$ cat config.mk
export PLATFORM = sky130hd
export DESIGN_NAME = mem_port_arbiter
export DESIGN_NICKNAME = d
export VERILOG_FILES = /design/src/rtl/mem_port_arbiter.sv
export SDC_FILE = /design/constraint.sdc
export NUM_CORES = 1
export LEC_CHECK = 0
export ABC_AREA = 1
export CORE_AREA = 3 3 107 109
export CTS_BUF_LIST = sky130_fd_sc_hd__clkbuf_16
export DETAILED_ROUTE_END_ITERATION = 6
export DIE_AREA = 0 0 110 112
export HOLD_SLACK_MARGIN = 0.08
export PLACE_DENSITY = 0.63
export SYNTH_ARGS = -nofsm -noshare
export SYNTH_HDL_FRONTEND = slang
export SYNTH_SLANG_ARGS = --single-unit
$ cat constraint.sdc
create_clock -name clk_i -period 3.2 [get_ports clk_i]
set_clock_uncertainty 0.1 [all_clocks]
set_input_delay 0.32 -clock clk_i [delete_from_list [all_inputs] [get_ports clk_i]]
set_output_delay 0.32 -clock clk_i [all_outputs]
set_load 0.02 [all_outputs]
$ cat src/rtl/mem_port_arbiter.sv
// Round-robin sharing of one RAM port between instruction fetch (m0) and data (m1) masters.
// An in-order owner FIFO routes responses back to the issuer. Define ARB_FINISH_DETECT_EN to enable done_o.
module mem_port_arbiter #(
    parameter int unsigned       ADDR_W      = 32,
    parameter int unsigned       DATA_W      = 32,
    parameter int unsigned       MAX_OUTST   = 2,
    parameter logic [ADDR_W-1:0] FINISH_ADDR = 32'h003FFFFC
) (
    input  logic                clk_i,
    input  logic                rst_i,
    input  logic                m0_req_i,
    input  logic [ADDR_W-1:0]   m0_addr_i,
    output logic                m0_gnt_o,
    output logic                m0_rvalid_o,
    output logic [DATA_W-1:0]   m0_rdata_o,
    input  logic                m1_req_i,
    input  logic [ADDR_W-1:0]   m1_addr_i,
    input  logic                m1_we_i,
    input  logic [DATA_W/8-1:0] m1_be_i,
    input  logic [DATA_W-1:0]   m1_wdata_i,
    output logic                m1_gnt_o,
    output logic                m1_rvalid_o,
    output logic [DATA_W-1:0]   m1_rdata_o,
    output logic                s_req_o,
    output logic [ADDR_W-1:0]   s_addr_o,
    output logic                s_we_o,
    output logic [DATA_W/8-1:0] s_be_o,
    output logic [DATA_W-1:0]   s_wdata_o,
    input  logic                s_gnt_i,
    input  logic                s_rvalid_i,
    input  logic [DATA_W-1:0]   s_rdata_i,
    output logic                err_o,
    output logic                done_o
);

    localparam int unsigned      CNT_W    = $clog2(MAX_OUTST + 1);
    localparam int unsigned      PTR_W    = (MAX_OUTST > 1) ? $clog2(MAX_OUTST) : 1;
    localparam int unsigned      BE_W     = DATA_W / 8;
    localparam logic [CNT_W-1:0] CNT_FULL = CNT_W'(MAX_OUTST);
    localparam logic [CNT_W-1:0] CNT_ZERO = CNT_W'(0);
    localparam logic [CNT_W-1:0] CNT_ONE  = CNT_W'(1);
    localparam logic [PTR_W-1:0] PTR_LAST = PTR_W'(MAX_OUTST - 1);
    localparam logic [PTR_W-1:0] PTR_ZERO = PTR_W'(0);
    localparam logic [PTR_W-1:0] PTR_ONE  = PTR_W'(1);

    // Master ids: 1'b0 = m0 (fetch), 1'b1 = m1 (data).
    logic [MAX_OUTST-1:0] owner_q, owner_d;
    logic [PTR_W-1:0]     wr_ptr_q, wr_ptr_d;
    logic [PTR_W-1:0]     rd_ptr_q, rd_ptr_d;
    logic [CNT_W-1:0]     count_q, count_d;
    logic                 last_q, last_d;
    logic                 err_q, err_d;

    logic any_req_s;
    logic full_s;
    logic sel_s;
    logic push_s;
    logic pop_s;
    logic stray_s;
    logic head_s;

    function automatic logic [PTR_W-1:0] ptr_inc(input logic [PTR_W-1:0] ptr);
        if (ptr == PTR_LAST) begin
            return PTR_ZERO;
        end else begin
            return ptr + PTR_ONE;
        end
    endfunction

    // Arbitration, request forwarding and grant generation.
    always_comb begin
        any_req_s = m0_req_i | m1_req_i;
        full_s    = (count_q == CNT_FULL);
        if (m0_req_i && m1_req_i) begin
            sel_s = ~last_q;
        end else if (m1_req_i) begin
            sel_s = 1'b1;
        end else begin
            sel_s = 1'b0;
        end
        s_req_o  = any_req_s & ~full_s;
        push_s   = s_req_o & s_gnt_i;
        m0_gnt_o = push_s & ~sel_s;
        m1_gnt_o = push_s & sel_s;
        // Request fields stay zero while idle so the RAM side sees a quiet bus.
        if (!any_req_s) begin
            s_addr_o  = {ADDR_W{1'b0}};
            s_we_o    = 1'b0;
            s_be_o    = {BE_W{1'b0}};
            s_wdata_o = {DATA_W{1'b0}};
        end else if (sel_s) begin
            s_addr_o  = m1_addr_i;
            s_we_o    = m1_we_i;
            s_be_o    = m1_be_i;
            s_wdata_o = m1_wdata_i;
        end else begin
            s_addr_o  = m0_addr_i;
            s_we_o    = 1'b0;
            s_be_o    = {BE_W{1'b1}};
            s_wdata_o = {DATA_W{1'b0}};
        end
    end

    // Response routing from the head of the owner FIFO.
    always_comb begin
        head_s      = owner_q[rd_ptr_q];
        pop_s       = s_rvalid_i & (count_q != CNT_ZERO);
        stray_s     = s_rvalid_i & (count_q == CNT_ZERO);
        m0_rvalid_o = pop_s & ~head_s;
        m1_rvalid_o = pop_s & head_s;
        m0_rdata_o  = s_rdata_i;
        m1_rdata_o  = s_rdata_i;
        err_o       = err_q;
    end

    // Owner FIFO, round-robin history and error flag next state.
    always_comb begin
        owner_d  = owner_q;
        wr_ptr_d = wr_ptr_q;
        rd_ptr_d = rd_ptr_q;
        count_d  = count_q;
        last_d   = last_q;
        err_d    = err_q | stray_s;
        if (push_s) begin
            owner_d[wr_ptr_q] = sel_s;
            wr_ptr_d          = ptr_inc(wr_ptr_q);
            last_d            = sel_s;
        end else begin
            wr_ptr_d = wr_ptr_q;
            last_d   = last_q;
        end
        if (pop_s) begin
            rd_ptr_d = ptr_inc(rd_ptr_q);
        end else begin
            rd_ptr_d = rd_ptr_q;
        end
        case ({push_s, pop_s})
            2'b10:   count_d = count_q + CNT_ONE;
            2'b01:   count_d = count_q - CNT_ONE;
            default: count_d = count_q;
        endcase
    end

    // State registers; last_q resets to m1 so m0 wins the first tie.
    always_ff @(posedge clk_i) begin
        if (rst_i) begin
            owner_q  <= {MAX_OUTST{1'b0}};
            wr_ptr_q <= PTR_ZERO;
            rd_ptr_q <= PTR_ZERO;
            count_q  <= CNT_ZERO;
            last_q   <= 1'b1;
            err_q    <= 1'b0;
        end else begin
            owner_q  <= owner_d;
            wr_ptr_q <= wr_ptr_d;
            rd_ptr_q <= rd_ptr_d;
            count_q  <= count_d;
            last_q   <= last_d;
            err_q    <= err_d;
        end
    end

`ifdef ARB_FINISH_DETECT_EN
    logic done_q, done_d;

    // Finish flag: sticky once a data-side write to FINISH_ADDR is granted.
    always_comb begin
        done_d = done_q | (m1_gnt_o & m1_we_i & (m1_addr_i == FINISH_ADDR));
        done_o = done_q;
    end

    // Finish flag register.
    always_ff @(posedge clk_i) begin
        if (rst_i) begin
            done_q <= 1'b0;
        end else begin
            done_q <= done_d;
        end
    end
`else
    logic unused_finish_s;
    assign unused_finish_s = ^FINISH_ADDR;
    assign done_o          = 1'b0;
`endif

endmodule

Word level (Yosys, flattened, before mapping)
Index checks and enable logic that the tools add are counted.
{"block": "word_totals", "out_inout_bits": 140, "input_bits": 139, "wordCells": 53, "regBits": 8}
{"block": "op_classes", "add_sub_neg": 4, "n_lt_le_gt_ge": 3, "n_reduce_logical": 5, "n_eq_ne": 3, "muxes": 18, "n_bitwise": 14}
{"op": "$mux 32", "count": 4}
{"op": "$mux 1", "count": 9}
{"op": "$and 1x1->1", "count": 8}
{"op": "$mux 4", "count": 2}
{"op": "$eq 2x2->1 const B", "count": 2}
{"op": "$lt 1x2->1 const B", "count": 2}
{"op": "$not 1->1", "count": 4}
{"op": "$pmux 2 s2", "count": 1}
{"op": "$reduce_bool 2->1", "count": 2}
{"op": "$add 1x1->1 const B", "count": 2}
{"op": "$add 2x1->2 const B", "count": 1}
{"op": "$bwmux 2", "count": 1}
{"op": "$eq 2x1->1 const B", "count": 1}
{"op": "$logic_and 1x1->1", "count": 2}
{"op": "$logic_not 2->1", "count": 1}
{"op": "$or 1x1->1", "count": 2}
{"op": "$sub 2x1->2 const B", "count": 1}
{"op": "$demux 1 s1", "count": 1}
{"op": "$ge 1x1->1 const B", "count": 1}

Logic depth before layout (Yosys ltp)
Gate-level depths: netlist of the first run.
{"block": "logic_depth", "depth_word": 6, "mapped_depth": 10, "ltp_nobuf": 9}

Least setup slack after synthesis of the first run
No wires, ideal clock.
{"block": "synth_timing", "path_type": "reg-to-reg", "start": "reg count_q[1]", "end": "reg count_q[1]", "required_time_ns": 2.987, "t_arrival_ns": 1.376, "synth_period_minus_slack_ns": 1.589, "path_slack_ns": 1.611, "setup_ns": 0.113, "n_path_buf": 0, "stages_incl_launch_ff": 8, "path_cell_list": "dfxtp_1 > o21ai_0 > inv_1 > ha_1 > nor3b_1 > nand2_1 > nand2_1 > nor2_1"}
{"block": "synth_via", "elab_cells_between_ends": 12, "cone_classes": "2 x add/sub; 3 x eq/ne; 1 x mux; 4 x bitwise; 2 x reduce/logical"}
{"element": "start, declared", "line": "50", "source": "logic [CNT_W-1:0] count_q, count_d;"}
{"element": "start signal, assigned", "line": "157", "source": "count_q <= count_d;"}
{"element": "$reduce_bool 2->1 *", "line": "107", "source": "pop_s = s_rvalid_i & (count_q != CNT_ZERO);"}
{"element": "$and 1x1->1 *", "line": "107"}
{"element": "net pop_s", "line": "58", "source": "logic pop_s;"}
{"element": "$eq 2x1->1 / $eq 2x2->1 (equally long branches)", "line": "137", "source": "case ({push_s, pop_s})"}
{"element": "$pmux 2 s2 / $reduce_bool 2->1 (equally long branches)"}
The timed path passes the listed nets; every way through them passes the cells marked *.
A chain may end at the register's enable or synchronous reset.

Final worst setup path of the first run
{"block": "layout_timing", "start": "in m1_req_i", "end": "out s_addr_o[11]"}
{"block": "layout_via", "elab_chain_cells": 4, "elab_cells_between_ends": 6, "cone_classes": "4 x mux; 1 x bitwise; 1 x reduce/logical"}
{"element": "start, declared", "line": "16", "source": "input logic m1_req_i,"}
{"element": "$mux 1 / $logic_and 1x1->1 (equally long branches)", "line": "76, 74"}
{"element": "$mux 1", "line": "74", "source": "if (m0_req_i && m1_req_i) begin"}
{"element": "$mux 32", "line": "91", "source": "end else if (sel_s) begin"}
{"element": "$mux 32 *", "line": "86", "source": "if (!any_req_s) begin"}
{"element": "end, declared", "line": "25", "source": "output logic [ADDR_W-1:0] s_addr_o,"}
Every way passes the cells marked *; elsewhere a longest branch is shown, timed or not.

==> results of run 1 <==
[where the power goes]
| part | internal (mW) | switching, mW |
|---|---|---|
| sequential | 0.118 | 0.0144 |
| combinational | 0.293 | 0.269 |
| clock | 0.161 | 0.0485 |
[worst max path at each step]
stage	from	end	slack, ps
3_5_place_dp	m1_req_i	s_addr_o[11]	450
4_1_cts	m1_req_i	s_addr_o[11]	430
3_3_place_gp	m1_req_i	s_addr_o[11]	490
5_1_grt	m1_req_i	s_addr_o[11]	310
6_report	m1_req_i	s_addr_o[11]	460
2_1_floorplan	count_q[1]	count_q[1]	1610
[worst register-to-register path: cells and delay by family, from the launching register on]
kind                       cells  cell delay [ps]
AOI/OAI and AO/OA              1              320
adders and majority gates      1              340
buffers and inverters          1              130
DFF                            1              330
and+or+nand+nor                4              490
[sequential cells by signal (all words and copies together), names as in the netlist]
register and cells:
count_q 2, err_o 1, rd_ptr_q 1, owner_q 2, wr_ptr_q 1, last_q 1
[layer usage]
| metal | track usage | up-vias |
|---|---|---|
| li1 | - | 1085 |
| met5 | 0 | - |
| met2 | 0.189 | 152 |
| met3 | 0.0383 | 29 |
| met1 | 0.107 | 893 |
| met4 | 0.0366 | 0 |
[layout by cell type (no fill, tap or decap)]
cell type,count
sky130_fd_sc_hd__a21oi_1,3
sky130_fd_sc_hd__a31oi_1,1
sky130_fd_sc_hd__buf_12,1
sky130_fd_sc_hd__buf_4,6
sky130_fd_sc_hd__clkbuf_16,3
sky130_fd_sc_hd__clkdlybuf4s50_1,178
sky130_fd_sc_hd__conb_1,1
sky130_fd_sc_hd__dfxtp_1,8
sky130_fd_sc_hd__ha_1,1
sky130_fd_sc_hd__inv_1,46
sky130_fd_sc_hd__inv_2,2
sky130_fd_sc_hd__nand2_1,74
sky130_fd_sc_hd__nand2_2,2
sky130_fd_sc_hd__nand2_4,1
sky130_fd_sc_hd__nand3_1,34
sky130_fd_sc_hd__nand3_2,1
sky130_fd_sc_hd__nand4_1,3
sky130_fd_sc_hd__nor2_1,46
sky130_fd_sc_hd__nor2_2,1
sky130_fd_sc_hd__nor3b_1,1
sky130_fd_sc_hd__o21ai_0,8
[final cells by class]
cell class	count	area, µm²	share of cell area
Timing Repair Buffer	185	1850	0.577
Multi-Input combinational cell	177	764	0.239
Inverter	48	180	0.0563
Tap cell	140	175	0.0547
Sequential cell	8	160	0.0500
Clock buffer	3	75.1	0.0234
[metrics by stage]
| step | setup WS [ps] | std cells | area [µm²] | utilization | hold slack (ps) |
|---|---|---|---|---|---|
| floorplan | 1610 | 312 | 1680 | - | 289 |
| global route | 313 | 561 | 3200 | 0.299 | 409 |
| global placement | 488 | 558 | 3130 | 0.292 | 353 |
| CTS | 429 | 561 | 3200 | 0.299 | 372 |
| detailed placement | 447 | 558 | 3130 | 0.292 | 361 |
| finish | 465 | 561 | 3200 | 0.299 | 375 |
[kinds of logic after synthesis]
kind of cell	after synthesis	share of synthesized area
AND/OR/NAND/NOR	163	0.410
AO/OA/AOI/OAI	12	0.0366
buffers and inverters	127	0.448
adder cells (fa/ha/maj)	1	0.00747
other	1	0.00224
flip-flops	8	0.0956
==> impl_metrics.prom, run 1 <==
# TYPE chip_impl_metric gauge
chip_impl_info{name="status",value="complete, no violations"} 1
chip_impl_metric{name="met3_wirelength",unit="mm"} 1.03
chip_impl_metric{name="postSynthCellCount",unit=""} 312
chip_impl_metric{name="tritoncts.num_buffers",unit=""} 3
chip_impl_metric{name="floorplan.initialDensity",unit=""} 0.157
chip_impl_info{name="min_to",value="err_o"} 1
chip_impl_metric{name="route.vias.total",unit=""} 2159
chip_impl_metric{name="pin_count_of_the_biggest_net_entering_global_routing",unit=""} 37
chip_impl_info{name="post_synth_most_frequent_cells",value="74 x sky130_fd_sc_hd__nand2_1, 69 x sky130_fd_sc_hd__buf_4, 46 x sky130_fd_sc_hd__inv_1, 46 x sky130_fd_sc_hd__nor2_1, 34 x sky130_fd_sc_hd__nand3_1"} 1
chip_impl_metric{name="max_slew_margin",unit=""} 0.635
chip_impl_metric{name="synth-seq-area-share",unit=""} 0.0956
chip_impl_info{name="highest-signal-layer",value="met4"} 1
chip_impl_info{name="synthDominantAreaCellType",value="sky130_fd_sc_hd__buf_4"} 1
chip_impl_metric{name="antenna_violations_before_repair",unit=""} 0
chip_impl_metric{name="fin_crit_sh",unit=""} 0.855
chip_impl_metric{name="layout.filler_cells",unit=""} 1175
chip_impl_info{name="worstReg2RegEnd",value="count_q[1]"} 1
chip_impl_metric{name="firstDrtPassIters",unit=""} 5
chip_impl_info{name="unrepaired_setup_endpoints_after_global_routing",value="false"} 1
chip_impl_metric{name="worst_margin_slew",unit="ps"} 547
chip_impl_metric{name="synth_enable_flop_cells",unit=""} 0
chip_impl_metric{name="clk_pin_slew",unit="ps"} 40
chip_impl_info{name="ys.flop_type",value="sky130_fd_sc_hd__dfxtp_1"} 1
chip_impl_metric{name="setup_violations",unit=""} 0
chip_impl_metric{name="maxCapViolCount",unit=""} 0
chip_impl_info{name="critPathCaptureType",value="output pin"} 1
chip_impl_metric{name="hold_depth",unit=""} 2
chip_impl_metric{name="number_of_buffer_and_inverter_stages_on_the_critical_path",unit=""} 3
chip_impl_metric{name="timing.critical_path.required",unit="ps"} 2780
chip_impl_metric{name="routed_via_density",unit=""} 3.85
chip_impl_metric{name="ff2ff_path_depth",unit=""} 7
chip_impl_metric{name="crit_path_max_fanout",unit=""} 33
chip_impl_metric{name="p_total",unit="mW"} 0.904
chip_impl_info{name="r2r-start",value="count_q[1]"} 1
chip_impl_metric{name="syn_to_final_growth",unit="%"} 91.1
chip_impl_metric{name="drt_first_iter_violations",unit=""} 123
chip_impl_info{name="ys_top_cells_by_area",value="sky130_fd_sc_hd__buf_4 31%, sky130_fd_sc_hd__nand2_1 17%, sky130_fd_sc_hd__inv_1 10%"} 1
chip_impl_metric{name="post_cts_resized",unit=""} 0
chip_impl_metric{name="post_synth.cell_area_avg",unit="µm²"} 5.37
chip_impl_metric{name="wl_per_cell",unit="µm"} 12.7
chip_impl_metric{name="timing.final.crit_period",unit="ps"} 2740
chip_impl_metric{name="cp.depth",unit=""} 6
chip_impl_info{name="worst_hold_path_type",value="reg -> reg"} 1
chip_impl_metric{name="die_h",unit="µm"} 112
chip_impl_metric{name="gr-total-overflow",unit=""} 0
chip_impl_metric{name="worst-r2r-setup-slack",unit="ps"} 1380
chip_impl_metric{name="fp.coreArea",unit="µm²"} 10700
chip_impl_metric{name="global_route.usage.total",unit=""} 0.104
chip_impl_metric{name="num_antenna_cells",unit=""} 0
chip_impl_metric{name="finalHoldViolations",unit=""} 0
chip_impl_metric{name="routedLengthMet1",unit="mm"} 2.43
chip_impl_metric{name="final_layout_size_suffix_gt1_frac",unit=""} 0.0404
chip_impl_info{name="tritoncts",value="done"} 1
chip_impl_metric{name="ctsLongestPathBuffers",unit=""} 2
chip_impl_metric{name="die_width",unit="µm"} 110
chip_impl_metric{name="cts.hold.buffers_added",unit=""} 0
chip_impl_metric{name="die-area",unit="µm²"} 12300
chip_impl_metric{name="synth.cell_area",unit="µm²"} 1680
chip_impl_info{name="timing_worst_setup_path_type",value="in -> out"} 1
chip_impl_info{name="startpoint_type",value="input port"} 1
chip_impl_metric{name="placement.io_buffers",unit=""} 181
chip_impl_metric{name="power.static_leakage",unit="nW"} 1.50
chip_impl_metric{name="drtAntennaViolNets",unit=""} 0
chip_impl_metric{name="worst_skew_pair.late_latency",unit="ps"} 230
chip_impl_metric{name="io_pins",unit=""} 279
chip_impl_metric{name="std_cell_rows",unit=""} 38
chip_impl_metric{name="remaining_drc_errors",unit=""} 0
chip_impl_metric{name="first_pass_grt_wire_length",unit="mm"} 10.2
chip_impl_info{name="worst_hold_startpoint",value="err_o"} 1
chip_impl_info{name="path_cells",value="clkdlybuf4s50_1, nand2_4, inv_2, nand2_1, nand2_1, clkdlybuf4s50_1"} 1
chip_impl_metric{name="via_count_of_the_first_global_routing_pass",unit=""} 2121
chip_impl_metric{name="power.density_cell_area",unit="nW/µm²"} 282
chip_impl_metric{name="crit_path_max_incr_delay",unit="ps"} 610
chip_impl_metric{name="postCtsSetupRepairBufs",unit=""} 0
chip_impl_metric{name="maxClockFrequency",unit="MHz"} 366
chip_impl_metric{name="vdd_ir_drop_max",unit="mV"} 0.153
chip_impl_metric{name="clock_sink_count",unit=""} 8
chip_impl_metric{name="ctsHtreeMaxLevel",unit=""} 1
chip_impl_metric{name="detailedPlacementHpwl",unit="mm"} 5.96
chip_impl_metric{name="gp_routability_congestion",unit=""} 0.705
chip_impl_metric{name="yosys_warnings",unit=""} 0
chip_impl_info{name="post-synth-top-count-cell",value="sky130_fd_sc_hd__nand2_1"} 1
chip_impl_metric{name="syn-num-nets",unit=""} 452
chip_impl_metric{name="net_total_in_the_final_layout",unit=""} 563
chip_impl_metric{name="postRouteWirelength",unit="mm"} 7.11
chip_impl_metric{name="timing.critical_path.arrival",unit="ps"} 2320
chip_impl_info{name="clk_root_buf",value="sky130_fd_sc_hd__clkbuf_16"} 1
chip_impl_metric{name="routed-wl-met2",unit="mm"} 3.41
chip_impl_info{name="worst_path_dominant_cell_family",value="buffers and inverters"} 1
chip_impl_metric{name="finalMaxSlewViolations",unit=""} 0
chip_impl_metric{name="postSynth.asyncResetShare",unit=""} 0
chip_impl_metric{name="synth_cell_type_count",unit=""} 21
chip_impl_metric{name="post-synth-top-area-fraction",unit=""} 0.309
chip_impl_metric{name="fin_setup_tns",unit="ps"} 0
chip_impl_metric{name="synth-seq-cells",unit=""} 8
chip_impl_info{name="cpMaxStageDelayCell",value="sky130_fd_sc_hd__clkdlybuf4s50_1"} 1
(Power assumes the default switching activity.)
==> run 2, diff against run 1 <==
--- a/config.mk
+++ b/config.mk
@@ -10,7 +10,9 @@
 export CTS_BUF_LIST = sky130_fd_sc_hd__clkbuf_16
 export DETAILED_ROUTE_END_ITERATION = 6
 export DIE_AREA = 0 0 110 112
+export GPL_TIMING_DRIVEN = 0
 export HOLD_SLACK_MARGIN = 0.08
+export MAX_ROUTING_LAYER = met4
 export PLACE_DENSITY = 0.63
 export SYNTH_ARGS = -nofsm -noshare
 export SYNTH_HDL_FRONTEND = slang
==> constraint.sdc (replaced) <==
create_clock -name clk_i -period 3.3 [get_ports clk_i]
set_clock_uncertainty 0.1 [all_clocks]
set_input_delay 0.33 -clock clk_i [delete_from_list [all_inputs] [get_ports clk_i]]
set_output_delay 0.33 -clock clk_i [all_outputs]
set_load 0.02 [all_outputs]
==> run 2 against run 1 <==
Flip-flop and latch count stayed put. Critical path depth up 1. Power rose by 19%. Critical path type unchanged. Largest cell class unchanged. Largest power group unchanged.
==> impl_metrics.prom, run 2 (synthesized netlist as in run 1, its figures left out) <==
# TYPE chip_impl_metric gauge
chip_impl_metric{name="timing.critical_path.required",unit="ps"} 2870
chip_impl_info{name="layout.cells.most_common",value="sky130_fd_sc_hd__clkdlybuf4s50_1"} 1
chip_impl_metric{name="worst_skew_pair.late_latency",unit="ps"} 230
chip_impl_info{name="unrepaired_setup_endpoints_after_global_routing",value="false"} 1
chip_impl_info{name="r2r-start",value="count_q[1]"} 1
chip_impl_metric{name="clk_pin_slew",unit="ps"} 40
chip_impl_metric{name="firstDrtPassIters",unit=""} 4
chip_impl_metric{name="drt_first_iter_violations",unit=""} 75
chip_impl_metric{name="power.net_switching",unit="mW"} 0.403
chip_impl_metric{name="timing.final.crit_period",unit="ps"} 2570
chip_impl_info{name="worst_hold_path_type",value="reg -> reg"} 1
chip_impl_metric{name="seq_power_share",unit=""} 0.119
chip_impl_metric{name="finalMaxSlewViolations",unit=""} 0
chip_impl_metric{name="first_pass_grt_wire_length",unit="mm"} 12.6
chip_impl_metric{name="swShare",unit=""} 0.375
chip_impl_metric{name="antenna_violations_before_repair",unit=""} 0
chip_impl_metric{name="power.static_leakage",unit="nW"} 2.08
chip_impl_info{name="worstSetupStartpoint",value="m1_req_i"} 1
chip_impl_metric{name="std_cell_rows",unit=""} 38
chip_impl_metric{name="comb_power_share",unit=""} 0.693
chip_impl_metric{name="via_count_of_the_first_global_routing_pass",unit=""} 2674
chip_impl_metric{name="die_width",unit="µm"} 110
chip_impl_metric{name="maxClockFrequency",unit="MHz"} 389
chip_impl_info{name="largest_registers",value="count_q x2, owner_q x2"} 1
chip_impl_metric{name="cts.hold.buffers_added",unit=""} 0
chip_impl_info{name="min_to",value="rd_ptr_q"} 1
chip_impl_metric{name="wl_per_cell",unit="µm"} 12.5
chip_impl_metric{name="postRouteWirelength",unit="mm"} 8.77
chip_impl_metric{name="ctsLongestPathBuffers",unit=""} 2
chip_impl_metric{name="net_total_in_the_final_layout",unit=""} 701
chip_impl_info{name="tritoncts",value="done"} 1
chip_impl_metric{name="postCtsSetupRepairBufs",unit=""} 0
chip_impl_info{name="clk_root_buf",value="sky130_fd_sc_hd__clkbuf_16"} 1
chip_impl_info{name="timing_worst_setup_path_type",value="in -> out"} 1
chip_impl_metric{name="maxCapViolCount",unit=""} 0
chip_impl_info{name="worst_hold_startpoint",value="rd_ptr_q"} 1
chip_impl_info{name="worstReg2RegEnd",value="count_q[1]"} 1
chip_impl_metric{name="hold_depth",unit=""} 1
chip_impl_metric{name="num_antenna_cells",unit=""} 0
chip_impl_metric{name="gp_routability_congestion",unit=""} 0.772
chip_impl_metric{name="route.vias.total",unit=""} 2712
chip_impl_metric{name="power.density_cell_area",unit="nW/µm²"} 246
chip_impl_metric{name="routed_via_density",unit=""} 3.88
chip_impl_metric{name="pin_count_of_the_biggest_net_entering_global_routing",unit=""} 11
chip_impl_info{name="startpoint_type",value="input port"} 1
chip_impl_info{name="status",value="complete, no violations"} 1
chip_impl_metric{name="final_layout_size_suffix_gt1_frac",unit=""} 0.154
chip_impl_metric{name="p_total",unit="mW"} 1.08
chip_impl_metric{name="io_pins",unit=""} 279
chip_impl_info{name="final_cell_mix",value="244 x sky130_fd_sc_hd__clkdlybuf4s50_1, 74 x sky130_fd_sc_hd__nand2_1, 69 x sky130_fd_sc_hd__buf_4"} 1
chip_impl_metric{name="clock_sink_count",unit=""} 8
chip_impl_metric{name="p_clk_frac",unit=""} 0.188
chip_impl_metric{name="worst-r2r-setup-slack",unit="ps"} 1480
chip_impl_metric{name="tritoncts.num_buffers",unit=""} 3
chip_impl_metric{name="syn_to_final_growth",unit="%"} 161
chip_impl_metric{name="floorplan.initialDensity",unit=""} 0.157
chip_impl_info{name="critPathCaptureType",value="output pin"} 1
chip_impl_metric{name="p_int",unit="mW"} 0.673
chip_impl_metric{name="worst_hold_margin",unit="ps"} 381
chip_impl_metric{name="timing.critical_path.arrival",unit="ps"} 2140
chip_impl_metric{name="post_cts_resized",unit=""} 0
chip_impl_metric{name="ff2ff_path_depth",unit=""} 7
chip_impl_metric{name="finalHoldViolations",unit=""} 0
chip_impl_metric{name="remaining_drc_errors",unit=""} 0
chip_impl_metric{name="vdd_ir_drop_max",unit="mV"} 0.158
chip_impl_metric{name="setup_violations",unit=""} 0
chip_impl_metric{name="gr-total-overflow",unit=""} 0
chip_impl_metric{name="die-area",unit="µm²"} 12300
chip_impl_metric{name="detailedPlacementHpwl",unit="mm"} 7.81
chip_impl_metric{name="drtAntennaViolNets",unit=""} 0
chip_impl_metric{name="global_route.usage.total",unit=""} 0.131
chip_impl_metric{name="fin_crit_sh",unit=""} 0.779
chip_impl_metric{name="ctsHtreeMaxLevel",unit=""} 1
chip_impl_metric{name="placement.io_buffers",unit=""} 244
chip_impl_metric{name="fp.coreArea",unit="µm²"} 10700
chip_impl_metric{name="fin_setup_tns",unit="ps"} 0
chip_impl_metric{name="die_h",unit="µm"} 112
chip_impl_metric{name="crit_path_max_fanout",unit=""} 10
[run 2: changes by cell type in the layout (fill, tap and decap cells not counted)]
| cell | previous run | this run |
|---|---|---|
| sky130_fd_sc_hd__buf_12 | 1 | 0 |
| sky130_fd_sc_hd__buf_2 | 0 | 6 |
| sky130_fd_sc_hd__buf_4 | 6 | 69 |
| sky130_fd_sc_hd__buf_6 | 0 | 1 |
| sky130_fd_sc_hd__clkbuf_1 | 0 | 3 |
| sky130_fd_sc_hd__clkdlybuf4s50_1 | 178 | 244 |
[run 2: routing by layer]
metal | track usage | part of all wire | up-vias
met4 | 0.0200 | 0.0060 | 0
met5 | - | 0 | -
li1 | - | - | 1363
met1 | 0.140 | 0.37 | 1177
met3 | 0.0157 | 0.098 | 5
met2 | 0.255 | 0.53 | 167
[run 2: cell type report]
cell class	count	area, µm²
Timing Repair Buffer	244	2440
Clock buffer	3	75.1
Fill cell	1120	6330
Tap cell	140	175
Inverter	48	180
Buffer	79	571
Multi-Input combinational cell	177	764
Sequential cell	8	160
[run 2: how the worst max path moves through the flow]
stage / to / slack [ps] / cells past startpoint
finish: s_addr_o[26] / 730 / 7
global placement: s_addr_o[26] / 680 / 7
CTS: s_addr_o[26] / 660 / 7
global route: s_addr_o[26] / 570 / 7
detailed placement: s_addr_o[26] / 670 / 7
floorplan: count_q[1] / 1700 / 9
[run 2: critical path, cell delays in order]
cell	delay, ps
sky130_fd_sc_hd__clkdlybuf4s50_1	560
sky130_fd_sc_hd__nand2_4	140
sky130_fd_sc_hd__inv_2	150
sky130_fd_sc_hd__buf_4	200
sky130_fd_sc_hd__nand2_1	70
sky130_fd_sc_hd__nand2_1	80
sky130_fd_sc_hd__clkdlybuf4s50_1	610
[run 2: power by group through the flow]
stage / registers [mW] / logic [mW] / clock network (mW)
6_report: 0.128 / 0.745 / 0.203
4_1_cts: 0.128 / 0.757 / 0.205
5_1_grt: 0.131 / 0.801 / 0.208
3_3_place_gp: 0.128 / 0.746 / 0
2_1_floorplan: 0.129 / 0.359 / 0
3_5_place_dp: 0.129 / 0.754 / 0
[run 2: metrics by stage]
stage                     instance area [µm²]  setup WS, ps  utilization  cells
after CTS                                4370           660        0.408    699
after detailed placement                 4290           673        0.401    696
after global routing                     4370           568        0.408    699
final                                    4370           729        0.408    699
after floorplan                          1680          1700            -    312
after global placement                   4290           678        0.401    696
